`config.mk`:
```
export PLATFORM = sky130hd
export DESIGN_NAME = segment_writeback_queue_flat
export DESIGN_NICKNAME = d
export VERILOG_FILES = /design/src/rtl/segment_writeback_queue_if.sv /design/src/rtl/segment_writeback_queue.sv /design/src/flat_wrapper.sv
export SDC_FILE = /design/constraint.sdc
export NUM_CORES = 1
export LEC_CHECK = 0
export CORE_ASPECT_RATIO = 1.2
export CORE_MARGIN = 2
export CORE_UTILIZATION = 36
export CTS_CLUSTER_SIZE = 8
export DETAILED_ROUTE_END_ITERATION = 12
export GPL_TIMING_DRIVEN = 0
export SLEW_MARGIN = 20
export SYNTH_ARGS = -nofsm -noshare
export SYNTH_HDL_FRONTEND = slang
export SYNTH_SLANG_ARGS = --single-unit
export TNS_END_PERCENT = 30
```
`constraint.sdc`:
```
create_clock -name clk -period 3.2 [get_ports clk]
set_input_delay 0.96 -clock clk [delete_from_list [all_inputs] [get_ports clk]]
set_output_delay 0.96 -clock clk [all_outputs]
set_load 0.01 [all_outputs]
```
`src/rtl/segment_writeback_queue_if.sv`:
```
// Bundles the execute-side enqueue handshake, the segment write port and queue status.
// The slave modport is the queue itself; master is the execute/writeback side plus the register file.
interface segment_writeback_queue_if #(
    parameter int DEPTH      = 4,
    parameter int DATA_WIDTH = 16
);
    logic                     in_valid;
    logic                     in_ready;
    logic [2:0]               in_seg;
    logic [DATA_WIDTH-1:0]    in_data;
    logic                     wb_ready;
    logic [2:0]               write_select;
    logic [DATA_WIDTH-1:0]    write_data;
    logic                     write_enable;
    logic [$clog2(DEPTH):0]   count;
    logic                     full;
    logic                     empty;
    logic                     bad_seg;

    modport slave (
        input  in_valid, in_seg, in_data, wb_ready,
        output in_ready, write_select, write_data, write_enable,
        output count, full, empty, bad_seg
    );

    modport master (
        output in_valid, in_seg, in_data, wb_ready,
        input  in_ready, write_select, write_data, write_enable,
        input  count, full, empty, bad_seg
    );
endinterface

```
`src/rtl/segment_writeback_queue.sv`:
```
// In-order queue of retiring segment-register writes, drained one per cycle onto the
// segment write port shared by the register file and the segment stall scoreboard.
module segment_writeback_queue #(
    parameter int DEPTH      = 4,
    parameter int DATA_WIDTH = 16
) (
    input  logic                      clk,
    input  logic                      reset,
    segment_writeback_queue_if.slave  bus
);
    localparam int PTR_W = $clog2(DEPTH);
    localparam int CNT_W = PTR_W + 1;

    logic [PTR_W-1:0]      head;
    logic [PTR_W-1:0]      tail;
    logic [CNT_W-1:0]      count_q;
    logic                  bad_q;
    logic [2:0]            seg_mem  [DEPTH];
    logic [DATA_WIDTH-1:0] data_mem [DEPTH];

    logic full_w;
    logic empty_w;
    logic offer;
    logic legal_seg;
    logic accept;
    logic illegal;
    logic dequeue;

    // Ready comes from registered count only, so a drain never opens a slot in the same cycle.
    assign full_w    = (count_q == CNT_W'(DEPTH));
    assign empty_w   = (count_q == '0);
    assign offer     = bus.in_valid & ~full_w;
    assign legal_seg = (bus.in_seg < 3'd6);
    assign accept    = offer & legal_seg;
    assign illegal   = offer & ~legal_seg;
    assign dequeue   = ~empty_w & bus.wb_ready;

    assign bus.in_ready     = ~full_w;
    assign bus.full         = full_w;
    assign bus.empty        = empty_w;
    assign bus.count        = count_q;
    assign bus.bad_seg      = bad_q;
    assign bus.write_enable = dequeue;
    assign bus.write_select = empty_w ? 3'd0 : seg_mem[head];
    assign bus.write_data   = empty_w ? '0 : data_mem[head];

    // Entry storage is deliberately left unreset; empty forces the outputs to zero instead.
    always_ff @(posedge clk) begin
        if (accept) begin
            seg_mem[tail]  <= bus.in_seg;
            data_mem[tail] <= bus.in_data;
        end
    end

    always_ff @(posedge clk or negedge reset) begin
        if (!reset) begin
            head    <= '0;
            tail    <= '0;
            count_q <= '0;
            bad_q   <= 1'b0;
        end else begin
            if (accept) begin
                tail <= tail + PTR_W'(1);
            end
            if (dequeue) begin
                head <= head + PTR_W'(1);
            end
            case ({accept, dequeue})
                2'b10:   count_q <= count_q + CNT_W'(1);
                2'b01:   count_q <= count_q - CNT_W'(1);
                default: count_q <= count_q;
            endcase
            bad_q <= illegal;
        end
    end
endmodule

```
`src/flat_wrapper.sv`:
```
// flat-port wrapper written by rule: the top's interface ports become plain ports
module segment_writeback_queue_flat 
#(
    parameter int DEPTH      = 4,
    parameter int DATA_WIDTH = 16
)
  (clk, reset, bus_in_valid, bus_in_seg, bus_in_data, bus_wb_ready, bus_in_ready, bus_write_select, bus_write_data, bus_write_enable, bus_count, bus_full, bus_empty, bus_bad_seg);
  segment_writeback_queue_if #(.DEPTH(DEPTH), .DATA_WIDTH(DATA_WIDTH)) bus_i ();
  input  logic clk;
  input  logic reset;
  input wire logic [$bits(bus_i.in_valid)-1:0] bus_in_valid;
  input wire logic [$bits(bus_i.in_seg)-1:0] bus_in_seg;
  input wire logic [$bits(bus_i.in_data)-1:0] bus_in_data;
  input wire logic [$bits(bus_i.wb_ready)-1:0] bus_wb_ready;
  output wire logic [$bits(bus_i.in_ready)-1:0] bus_in_ready;
  output wire logic [$bits(bus_i.write_select)-1:0] bus_write_select;
  output wire logic [$bits(bus_i.write_data)-1:0] bus_write_data;
  output wire logic [$bits(bus_i.write_enable)-1:0] bus_write_enable;
  output wire logic [$bits(bus_i.count)-1:0] bus_count;
  output wire logic [$bits(bus_i.full)-1:0] bus_full;
  output wire logic [$bits(bus_i.empty)-1:0] bus_empty;
  output wire logic [$bits(bus_i.bad_seg)-1:0] bus_bad_seg;
  assign bus_i.in_valid = bus_in_valid;
  assign bus_i.in_seg = bus_in_seg;
  assign bus_i.in_data = bus_in_data;
  assign bus_i.wb_ready = bus_wb_ready;
  assign bus_in_ready = bus_i.in_ready;
  assign bus_write_select = bus_i.write_select;
  assign bus_write_data = bus_i.write_data;
  assign bus_write_enable = bus_i.write_enable;
  assign bus_count = bus_i.count;
  assign bus_full = bus_i.full;
  assign bus_empty = bus_i.empty;
  assign bus_bad_seg = bus_i.bad_seg;
  segment_writeback_queue #(.DEPTH(DEPTH), .DATA_WIDTH(DATA_WIDTH)) u_core (.clk(clk), .reset(reset), .bus(bus_i));
endmodule
```
---- Word-level counts from Yosys, hierarchy flattened ----
Memories as Yosys holds them, arrays and structs flattened.
Index checks and enable logic that the tools add are counted.
word-level totals
  flip-flop bits (word level) ............. 8
  RAM bits ................................ 76
  input bits .............................. 23
  output and inout port bits .............. 27
  memories ................................ 2
memories
  name             depth  width  read ports  clocked after memory_dff  wr ports  RTL line                       text
  u_core.data_mem  4      16     1           0                         1         segment_writeback_queue.sv:19  logic [DATA_WIDTH-1:0] data_mem [DEPTH];
  u_core.seg_mem   4      3      1           0                         1         segment_writeback_queue.sv:18  logic [2:0] seg_mem [DEPTH];
operators by class
  $add $sub $neg .......................... 4
  order comparisons ....................... 1
  equality and inequality tests ........... 3
  multiplexer cells ....................... 5
  bitwise logic cells ..................... 7
  reduce and logical (&&, ||, !) cells .... 2
operators with widths
  cell                 count
  $mux 16              1
  $pmux 3 s2           1
  $add 2x1->2 const B  2
  $and 1x1->1          4
  $add 3x1->3 const B  1
  $eq 3x3->1 const B   1
  $logic_not 3->1      1
  $lt 3x3->1 const B   1
  $mux 3               1
  $not 1->1            3
  $sub 3x1->3 const B  1
  $eq 2x1->1 const B   1
  $eq 2x2->1 const B   1
  $mux 1               2
  $reduce_bool 2->1    1

---- Logic depth before layout (Yosys ltp) ----
Gate-level depths: netlist (run 1).
  depth after elaboration ................. 6
  mapped depth ............................ 10
  gate-level depth less buffers ........... 9

---- Worst setup path before layout (run 1) ----
Ideal clock, no wire load.
  path type ............................... input to register
  start point ............................. in bus_wb_ready
  end point ............................... reg u_core.count_q[2] (netlist: u_core.bus.count[2])
  setup time .............................. 0.079 ns
  data arrival time ....................... 2.295 ns
  required time ........................... 3.121 ns
  setup slack ............................. 0.826 ns
  stages on the path ...................... 7
  buffers on the path ..................... 0
  path through ............................ nor2b_1 > ha_1 > inv_1 > fa_1 > xor2_1 > nor2_1 > xor2_1
between the ends
  word-level cells in the longest chain between the ends .. 3
  elaborated cells on any way between the ends .. 5
ends and longest elaborated chain
  item                                                    RTL line                       text
  start, declared                                         flat_wrapper.sv:14             input wire logic [$bits(bus_i.wb_ready)-1:0] bus_wb_ready;
  $and 1x1->1 *                                           segment_writeback_queue.sv:36  assign dequeue = ~empty_w & bus.wb_ready;
  $eq 2x1->1 / $eq 2x2->1 (equally long branches)         segment_writeback_queue.sv:68  case ({accept, dequeue})
  $pmux 3 s2 / $reduce_bool 2->1 (equally long branches)  n/a
  end signal, assigned                                    segment_writeback_queue.sv:69  2'b10: count_q <= count_q + CNT_W'(1);
  end signal, assigned                                    segment_writeback_queue.sv:70  2'b01: count_q <= count_q - CNT_W'(1);
  end signal, assigned                                    segment_writeback_queue.sv:71  default: count_q <= count_q;
  end, declared                                           segment_writeback_queue.sv:16  logic [CNT_W-1:0] count_q;
Mark *: on every way between the ends. The rest lies on a longest branch, timed or not.
A chain may end at the register's enable or synchronous reset.

---- Worst setup path in the final report (run 1) ----
  start point ............................. reg u_core.head[0]
  end point ............................... out bus_write_select[2]
between the ends
  word-level cells in the longest chain between the ends .. 2
ends and longest elaborated chain
  item                    RTL line                       text
  start, declared         segment_writeback_queue.sv:14  logic [PTR_W-1:0] head;
  start signal, assigned  segment_writeback_queue.sv:66  head <= head + PTR_W'(1);
  $mem_v2 4x3             n/a
  $mux 3                  segment_writeback_queue.sv:44  assign bus.write_select = empty_w ? 3'd0 : seg_mem[head];
  end, declared           flat_wrapper.sv:16             output wire logic [$bits(bus_i.write_select)-1:0] bus_write_select;
Every way passes these cells.

==> metrics, run 1 <==
WHS Endpoint=u_core.bus.count[2]$_DFFE_PN0P_; Hold Vio Cnt, Final=0; routability cong.=0.677; net count reported at finish=253; die area=10100 um^2; Hold Path Stages=1; max-cap violations=0; Slew Viols, Final=0; Post-DP HPWL=roughly 3.6 mm; TritonCTS clock tree=yes; residual DRC count=0; Crit path arrival time=2.10 ns; worst slew pin tran=0.541 ns; Routed Antenna Nets=0; Vias=1597; Synth-to-Final Area Change=26.6%; Cells after DPL=333; clock-pin slew on the worst setup and hold paths=0.08 ns; Setup crit start kind=flip-flop; CP Data Required Time=2.24 ns; cell area power density=892 nW/um^2; Syn Inst Count=164; reg-to-reg setup timing slack=0.83 ns; top cell type's share of synthesized area=68.4%; Via-to-Cell Ratio=4.58; Peak supply drop=0.438 mV; Max transition margin=64.0%; min-delay src=u_core.bus.count[2]$_DFFE_PN0P_; antenna violations before repair=0; CTS buffer count=9; Die Width=between 90 and 100 um; Synth Cell Area=3340 um^2; CP max FO=10; Crit Path Class=flip-flop to primary output; Hold Path Class=flip-flop to flip-flop; vias in the first global route=1774; Finish-stage setup viols=0; Global Route Usage Sum=12.2%; Port Buffers=49; H-tree levels=3; Syn Area/Cell=about 20 um^2; Initial DRT Pass Iterations=4; hold_buf cts=0; DP Area=3980 um^2; ANT cells=0; Synth Warn #=0; Net Count, Synth=193; sequential cell area fraction in the yosys report=74.4%; post-route minimum period=between 3 and 4 ns; Die Height=109 um; most frequent cells in the layout=edfxtp_1 (76), clkdlybuf4s50_1 (48), mux4_2 (19), nor2b_1 (19), clkbuf_8 (9); Starting Density=between 30% and 40%; root buffer selected by CTS=clkbuf_8; Yosys top cell by area=edfxtp_1; first-pass GRT wire length=8.92 mm; library cells used by synthesis=20; WL per Instance=16.6 um; largest net degree at the start of global routing=20; clk buf depth=2; IO Pins=50; core area=9030 um^2; cells on worst reg2reg path=10; RSZ-0062 raised after global routing=false; Peak Freq=327 MHz; Lkg Pwr=between 1 and 1.5 nW; post-route insts no fill=349; r2r startpoint=u_core.bus.count[0]$_DFFE_PN0P_; status=finished clean; Yosys reg bits=84; Core Rows=38; ranking of synthesized cells by area=edfxtp_1 (68%), mux4_2 (13%), dfrtp_1 (6.0%); Tcrit/Tclk final=95.6%; CTS Sinks=84; reg-to-reg critical path endpoint=u_core.bus.count[2]$_DFFE_PN0P_; final instance area=around 4200 um^2; GRT overflow=0; commonest non-fill, non-tap cell in the layout=edfxtp_1; DR iter-0 viols=71; Clk Latency, worst-skew pair=around 0.34 ns; nature of the critical path endpoint=primary output; Clock Skew=0.0129 ns; Routed WL=roughly 5.8 mm; setup_tns=0 ns; share of post-route cells with drive strength above 1=22.3%
## state kept, by name, summed over array words and instances, names as in the netlist
register / count
u_core.data_mem: 64
u_core.seg_mem: 12
u_core.bus.count: 3
u_core.head: 2
u_core.tail: 2
u_core.bus.bad_seg: 1
## Yosys cell counts
master / instances
and2_2: 4
and3_4: 1
buf_2: 2
buf_6: 1
clkbuf_1: 4
dfrtp_1: 8
edfxtp_1: 76
fa_1: 1
ha_1: 5
inv_1: 7
mux2_4: 1
mux2i_1: 1
mux4_2: 19
nand2_1: 3
nor2_1: 3
nor2b_1: 20
nor3_1: 1
or3b_4: 1
xnor2_1: 2
xor2_1: 4
## power by group
group	leakage, nW	switching (mW)	internal (mW)	total [mW]
clock	0.111	0.361	0.437	0.797
sequential	0.787	0.0838	1.41	1.50
combinational	0.570	0.636	0.840	1.48
total	1.47	1.08	2.69	3.77
## area by class of cell
type	instances	area, um^2
fill	800	4810
tap	120	150
multi-input combinational	66	801
clock buffer	9	124
clock inverter	7	91.3
buffer	7	57.6
inverter	7	26.3
sequential	84	2480
timing repair buffer	49	493
## stage by stage
step | setup slack [ns] | utilization [%] | hold slack [ns] | total power [mW]
after floorplan | 0.826 | - | 0.534 | 2.33
after global placement | -0.0914 | 44.0 | 0.533 | 2.97
after detailed placement | -0.0533 | 44.0 | 0.558 | 3.00
after CTS | 0.00422 | 46.6 | 0.581 | 3.82
after global routing | 0.0428 | 46.8 | 0.606 | 3.98
final | 0.141 | 46.8 | 0.572 | 3.77
## layer usage
metal	GRT usage (%)	up-vias	part of all wire (%)	wire [um]
met2	22.0	31	53	3100
met5	0	-	0	0
li1	-	751	-	-
met4	5.12	0	1.7	98
met3	3.15	7	3.3	189
met1	14.0	808	42	2420
## worst max-delay path by stage
stage	startpoint	to	slack, ns	cells past startpoint
after floorplan	bus_wb_ready	u_core.bus.count[2]$_DFFE_PN0P_	0.83	7
after global placement	bus_wb_ready	bus_write_enable	-0.09	3
after detailed placement	bus_wb_ready	bus_write_enable	-0.05	3
after CTS	u_core.head[0]$_DFFE_PN0P_	bus_write_select[2]	0.004	4
after global routing	u_core.head[0]$_DFFE_PN0P_	bus_write_select[1]	0.04	4
final	u_core.head[0]$_DFFE_PN0P_	bus_write_select[2]	0.14	4
## worst max-delay path: stages (launching register included)
cell and delay (ns):
dfrtp_2 0.42, buf_8 0.18, mux4_2 0.53, nor2b_1 0.15, clkdlybuf4s50_1 0.49
## logic make-up (layout without fill, tap and decap cells)
| kind of cell | after synthesis | in the layout | synth area share (%) |
|---|---|---|---|
| XOR/XNOR | 6 | 6 | 1.57 |
| flip-flops | 84 | 84 | 74.4 |
| multiplexers | 21 | 21 | 13.6 |
| AND/OR/NAND/NOR | 33 | 33 | 6.15 |
| adder cells (fa/ha/maj) | 6 | 6 | 2.47 |
| buffers and inverters | 14 | 79 | 1.87 |
## what timing repair did
action                     in CTS  in global routing
setup endpoints to repair      21                 21
resized for setup               7                  6
setup buffers                   0                  0
(Power assumes the default switching activity.)
==> inputs of run 2 (changes only) <==
CORE_UTILIZATION = 23   (was 36)
PLACE_DENSITY_LB_ADDON = 0.3   (was default)
SLEW_MARGIN = default   (was 20)
==> run 2 against run 1 <==
  * Worst hold slack barely moved
  * Clock power up 11%
  * Sequential cell count is the same
  * Combinational power is essentially flat
  * Clock skew decreased by 0.0094 ns
  * First-iteration DRC count is 24% higher
  * Cell count grew 15%
  * Sequential power about the same
  * Non-clock buffer count did not move
  * Total power grew 2.9%
  * Setup slack lost 0.036 ns
  * Via count increased by 0.75%
==> metrics, run 2 (synthesis results as in run 1) <==
status=finished clean (unchanged); ANT cells=0 (unchanged); Finish-stage setup viols=0 (unchanged); DR iter-0 viols=88 (was 71); Synth-to-Final Area Change=29.9% (was 26.6%); max-cap violations=0 (unchanged); worst slew pin tran=0.571 ns (was 0.541 ns); largest register by flop count=u_core.data_mem (unchanged); CP Data Required Time=2.24 ns (about the same); Hold Path Stages=1 (unchanged); Crit Path Class=flip-flop to primary output (unchanged); Vias=1609 (was 1597); cell area power density=895 nW/um^2 (was 892 nW/um^2); Clock Skew=0.00353 ns (was 0.0129 ns); most frequent cells in the layout=edfxtp_1 (76), clkdlybuf4s50_1 (48), mux4_2 (19), nor2b_1 (19), clkbuf_16 (9) (was edfxtp_1 (76), clkdlybuf4s50_1 (48), mux4_2 (19), nor2b_1 (19), clkbuf_8 (9)); Peak supply drop=0.322 mV (was 0.438 mV); slowest CP cell=mux4_2 (unchanged); Setup Buffers After CTS=0 (unchanged); first-pass GRT wire length=9.85 mm (was 8.92 mm); Via-to-Cell Ratio=4.00 (was 4.58); Crit path arrival time=2.13 ns (was 2.10 ns); post-route minimum period=3.09 ns (was 3.06 ns); CP Buf/Inv Count=2 (unchanged); WHS Endpoint=u_core.tail[1]$_DFFE_PN0P_ (was u_core.bus.count[2]$_DFFE_PN0P_); CP max FO=10 (unchanged); Setup crit start kind=flip-flop (unchanged); Starting Density=23.4% (was 37.0%); IO Pins=50 (unchanged); H-tree levels=3 (unchanged); final instance area=4340 um^2 (was 4230 um^2); die area=15500 um^2 (was 10100 um^2); Core Rows=48 (was 38); Die Height=136 um (was 109 um); CP Launch Point=u_core.head[0]$_DFFE_PN0P_ (unchanged); core area=14300 um^2 (was 9030 um^2); Port Buffers=49 (unchanged); Peak Freq=323 MHz (was 327 MHz); reg-to-reg critical path endpoint=u_core.bus.count[2]$_DFFE_PN0P_ (unchanged); max reg flops=64 (unchanged); share of post-route cells with drive strength above 1=20.3% (was 22.3%); Slew Viols, Final=0 (unchanged); CP cell instances=buf_6 > mux4_2 > nor2b_1 > clkdlybuf4s50_1 (was buf_8 > mux4_2 > nor2b_1 > clkdlybuf4s50_1); Max transition margin=62.0% (was 64.0%); CTS buffer count=9 (unchanged); net count reported at finish=253 (unchanged); reg-to-reg setup timing slack=0.84 ns (was 0.83 ns); Lkg Pwr=1.48 nW (was 1.47 nW); clock-pin slew on the worst setup and hold paths=0.06 ns (was 0.08 ns); cells on worst reg2reg path=10 (unchanged); Post-DP HPWL=3.95 mm (was 3.63 mm); routability cong.=0.651 (was 0.677); vias in the first global route=1812 (was 1774); Routed Antenna Nets=0 (unchanged); DP Area=4050 um^2 (was 3980 um^2); Global Route Usage Sum=8.82% (was 12.2%); Hold Vio Cnt, Final=0 (unchanged); Crit path max-delay family=buffers and inverters (unchanged); Tcrit/Tclk final=96.7% (was 95.6%); RSZ-0062 raised after global routing=true (was false); residual DRC count=0 (unchanged); Hold Path Class=flip-flop to flip-flop (unchanged); largest net degree at the start of global routing=20 (unchanged); Slowest Stage Delay on Critical Path=0.50 ns (was 0.53 ns); Die Width=114 um (was 91.9 um); GRT overflow=0 (unchanged); antenna violations before repair=0 (unchanged); hold_buf cts=0 (unchanged); clk buf depth=2 (unchanged); CTS-repair resized insts=9 (was 7); root buffer selected by CTS=clkbuf_16 (was clkbuf_8); TritonCTS clock tree=yes (unchanged); nature of the critical path endpoint=primary output (unchanged); commonest non-fill, non-tap cell in the layout=edfxtp_1 (unchanged); min-delay src=u_core.tail[1]$_DFFE_PN0P_ (was u_core.bus.count[2]$_DFFE_PN0P_); setup_tns=0 ns (unchanged); CTS Sinks=84 (unchanged); Clk Latency, worst-skew pair=0.33 ns (was 0.34 ns); Initial DRT Pass Iterations=4 (unchanged); Routed WL=6.29 mm (was 5.80 mm); WL per Instance=15.6 um (was 16.6 um); r2r startpoint=u_core.bus.count[0]$_DFFE_PN0P_ (unchanged)
[run 2: routing by layer]
layer  up-vias  GRT usage (%)  share of wire [%]
met5         -              0                  0
met4         0           4.88                2.1
met3        10           2.01                4.3
met2        38           14.5                 50
met1       811           10.7                 44
li1        750              -                  -
[run 2: worst max path at each step]
stage,endpoint,slack [ns],cells past startpoint
6_report,bus_write_select[2],0.11,4
4_1_cts,bus_write_enable,0.02,3
5_1_grt,bus_write_select[2],0.0002,4
3_3_place_gp,bus_write_enable,-0.13,3
3_5_place_dp,bus_write_enable,-0.11,3
2_1_floorplan,u_core.bus.count[2]$_DFFE_PN0P_,0.83,7
[run 2: area by class of cell]
type,instances,area [um^2]
fill,1438,9960
sequential,84,2480
multi-input combinational,66,812
timing repair buffer,49,493
clock buffer,11,233
tap,175,219
buffer,7,53.8
inverter,7,26.3
clock inverter,3,16.3
[run 2: power by group]
part	internal (mW)	switching [mW]	leakage (nW)	total, mW
registers	1.41	0.0860	0.788	1.50
clock network	0.512	0.370	0.119	0.882
logic	0.840	0.657	0.575	1.50
[run 2: stage by stage]
step                power, mW  util, %  hold slack (ns)  cells  worst slack [ns]
floorplan                2.33        -            0.534    164             0.826
global placement         3.00     28.3            0.509    388            -0.134
detailed placement       3.02     28.3            0.518    388            -0.110
CTS                      3.94     30.2            0.553    402            0.0228
global route             4.12     30.3            0.607    402          0.000154
finish                   3.88     30.3            0.572    402             0.105
==> inputs of run 3 (changes only) <==
SKIP_LAST_GASP = 1   (was default)
clock period = 3.42 ns   (was 3.2 ns; I/O delays follow)
==> run 3 against run 2 <==
  * Total power fell by 7.4%
  * Sequential power fell by 7%
  * Setup slack worse by 0.013 ns
  * Critical endpoint is now bus_write_enable
  * Largest cell class unchanged
  * Largest power group unchanged
  * Sequential share of layout area rose by 0.42 points
  * First-iteration DRC count rose by 1.1%
==> metrics, run 3 (synthesis results as in run 1) <==
largest register by flop count=u_core.data_mem (unchanged); Routed Antenna Nets=0 (unchanged); vias in the first global route=1813 (was 1812); Clock Skew=0.00401 ns (was 0.00353 ns); DR iter-0 viols=89 (was 88); net count reported at finish=253 (unchanged); residual DRC count=0 (unchanged); clk buf depth=2 (unchanged); Starting Density=23.4% (unchanged); Via-to-Cell Ratio=4.05 (was 4.00); CTS Sinks=84 (unchanged); Finish-stage setup viols=0 (unchanged); Tcrit/Tclk final=between 90 and 100%; RSZ-0062 raised after global routing=true (unchanged); die area=15500 um^2 (unchanged); Hold Path Class=flip-flop to flip-flop (unchanged); Max transition margin=56.6% (was 62.0%); Routed WL=6.25 mm (was 6.29 mm); TritonCTS clock tree=yes (unchanged); Post-DP HPWL=3.95 mm (unchanged); Peak supply drop=0.294 mV (was 0.322 mV); Clk Latency, worst-skew pair=0.33 ns (about the same); Initial DRT Pass Iterations=4 (unchanged); CTS buffer count=9 (unchanged); WL per Instance=15.5 um (was 15.6 um); IO Pins=50 (unchanged); Hold WS=0.530 ns (was 0.572 ns); hold_buf cts=0 (unchanged); share of post-route cells with drive strength above 1=18.9% (was 20.3%); core area=14300 um^2 (unchanged); clock-pin slew on the worst setup and hold paths=0.06 ns (about the same); post-route insts no fill=402 (unchanged); first-pass GRT wire length=9.83 mm (was 9.85 mm); ANT cells=0 (unchanged); H-tree levels=3 (unchanged); max reg flops=64 (unchanged); Slew Viols, Final=0 (unchanged); post-route minimum period=between 3 and 4 ns; max-cap violations=0 (unchanged); most frequent cells in the layout=edfxtp_1 (76), clkdlybuf4s50_1 (49), mux4_2 (19), nor2b_1 (19), clkbuf_16 (9) (was edfxtp_1 (76), clkdlybuf4s50_1 (48), mux4_2 (19), nor2b_1 (19), clkbuf_16 (9)); worst slew pin tran=0.650 ns (was 0.571 ns); Crit Path Class=input port to primary output (was flip-flop to primary output); Synth-to-Final Area Change=28.9% (was 29.9%); status=finished clean (unchanged); Die Height=136 um (unchanged); GRT overflow=0 (unchanged); Global Route Usage Sum=8.80% (was 8.82%); setup_tns=0 ns (unchanged); routability cong.=0.651 (unchanged); Crit path arrival time=2.30 ns (was 2.13 ns); commonest non-fill, non-tap cell in the layout=edfxtp_1 (unchanged); CP max FO=3 (was 10); cell area power density=835 nW/um^2 (was 895 nW/um^2); Setup crit start kind=input port (was flip-flop); largest net degree at the start of global routing=20 (unchanged); Peak Freq=301 MHz; Die Width=114 um (unchanged); Vias=1627 (was 1609); root buffer selected by CTS=clkbuf_16 (unchanged); Port Buffers=49 (unchanged); CP Data Required Time=2.39 ns (was 2.24 ns); Core Rows=48 (unchanged); nature of the critical path endpoint=primary output (unchanged); Lkg Pwr=1.45 nW (was 1.48 nW); Hold Vio Cnt, Final=0 (unchanged); Cells after DPL=388 (unchanged); antenna violations before repair=0 (unchanged)
-- run 3: critical path, cell delays in order --
cell,delay [ns]
clkdlybuf4s50_1,0.49
nor2b_2,0.22
clkdlybuf4s50_1,0.57
-- run 3: stage by stage --
step	worst slack [ns]	util, %	total power [mW]	area, um^2
floorplan	0.980	-	2.18	3340
global placement	-0.0459	28.3	2.81	4050
detailed placement	-0.0216	28.3	2.83	4050
CTS	-0.0351	30.1	3.67	4300
global route	-0.0195	30.1	3.82	4300
finish	0.0925	30.1	3.59	4300
-- run 3: report_power, final --
| group | switching (mW) | total (mW) | internal, mW |
|---|---|---|---|
| Clock | 0.345 | 0.824 | 0.479 |
| Combinational | 0.612 | 1.38 | 0.766 |
| Sequential | 0.0676 | 1.39 | 1.32 |
| Total | 1.02 | 3.59 | 2.57 |
-- run 3: repair_timing --
action	in CTS	in global routing
buffers inserted	0	0
setup endpoints to repair	21	10
hold endpoints to repair	0	0
resized for setup	2	2
-- run 3: final timing paths --
kind                       slack, ns  cells after the start                              end                       startpoint
max                             0.09                      3                 bus_write_enable                     bus_wb_ready
min                             0.53                      1  u_core.bus.count[2]$_DFFE_PN0P_  u_core.bus.count[2]$_DFFE_PN0P_
max reg2reg                     1.10                     10  u_core.bus.count[2]$_DFFE_PN0P_  u_core.bus.count[0]$_DFFE_PN0P_
min reg2reg                     0.53                      1  u_core.bus.count[2]$_DFFE_PN0P_  u_core.bus.count[2]$_DFFE_PN0P_
max in group asynchronous       2.15                      1       u_core.head[0]$_DFFE_PN0P_                            reset
min in group asynchronous       0.99                      1  u_core.bus.count[2]$_DFFE_PN0P_                            reset
-- run 3: layer usage --
layer	part of all wire, %	vias to the layer above	GRT usage (%)
met5	0	-	0
met4	2.2	0	4.88
li1	-	752	-
met2	50	44	14.4
met1	43	821	10.7
met3	4.9	10	2.01
-- run 3: area by class of cell --
cell class              instances  area [um^2]
plain buffers                   7         41.3
clock buffers                  11          233
clock inverters                 3         16.3
fillers                      1440         9990
inverters                       7         26.3
multi-input cells              66          796
flip-flops and latches         84         2480
well taps                     175          219
repair buffers                 49          490
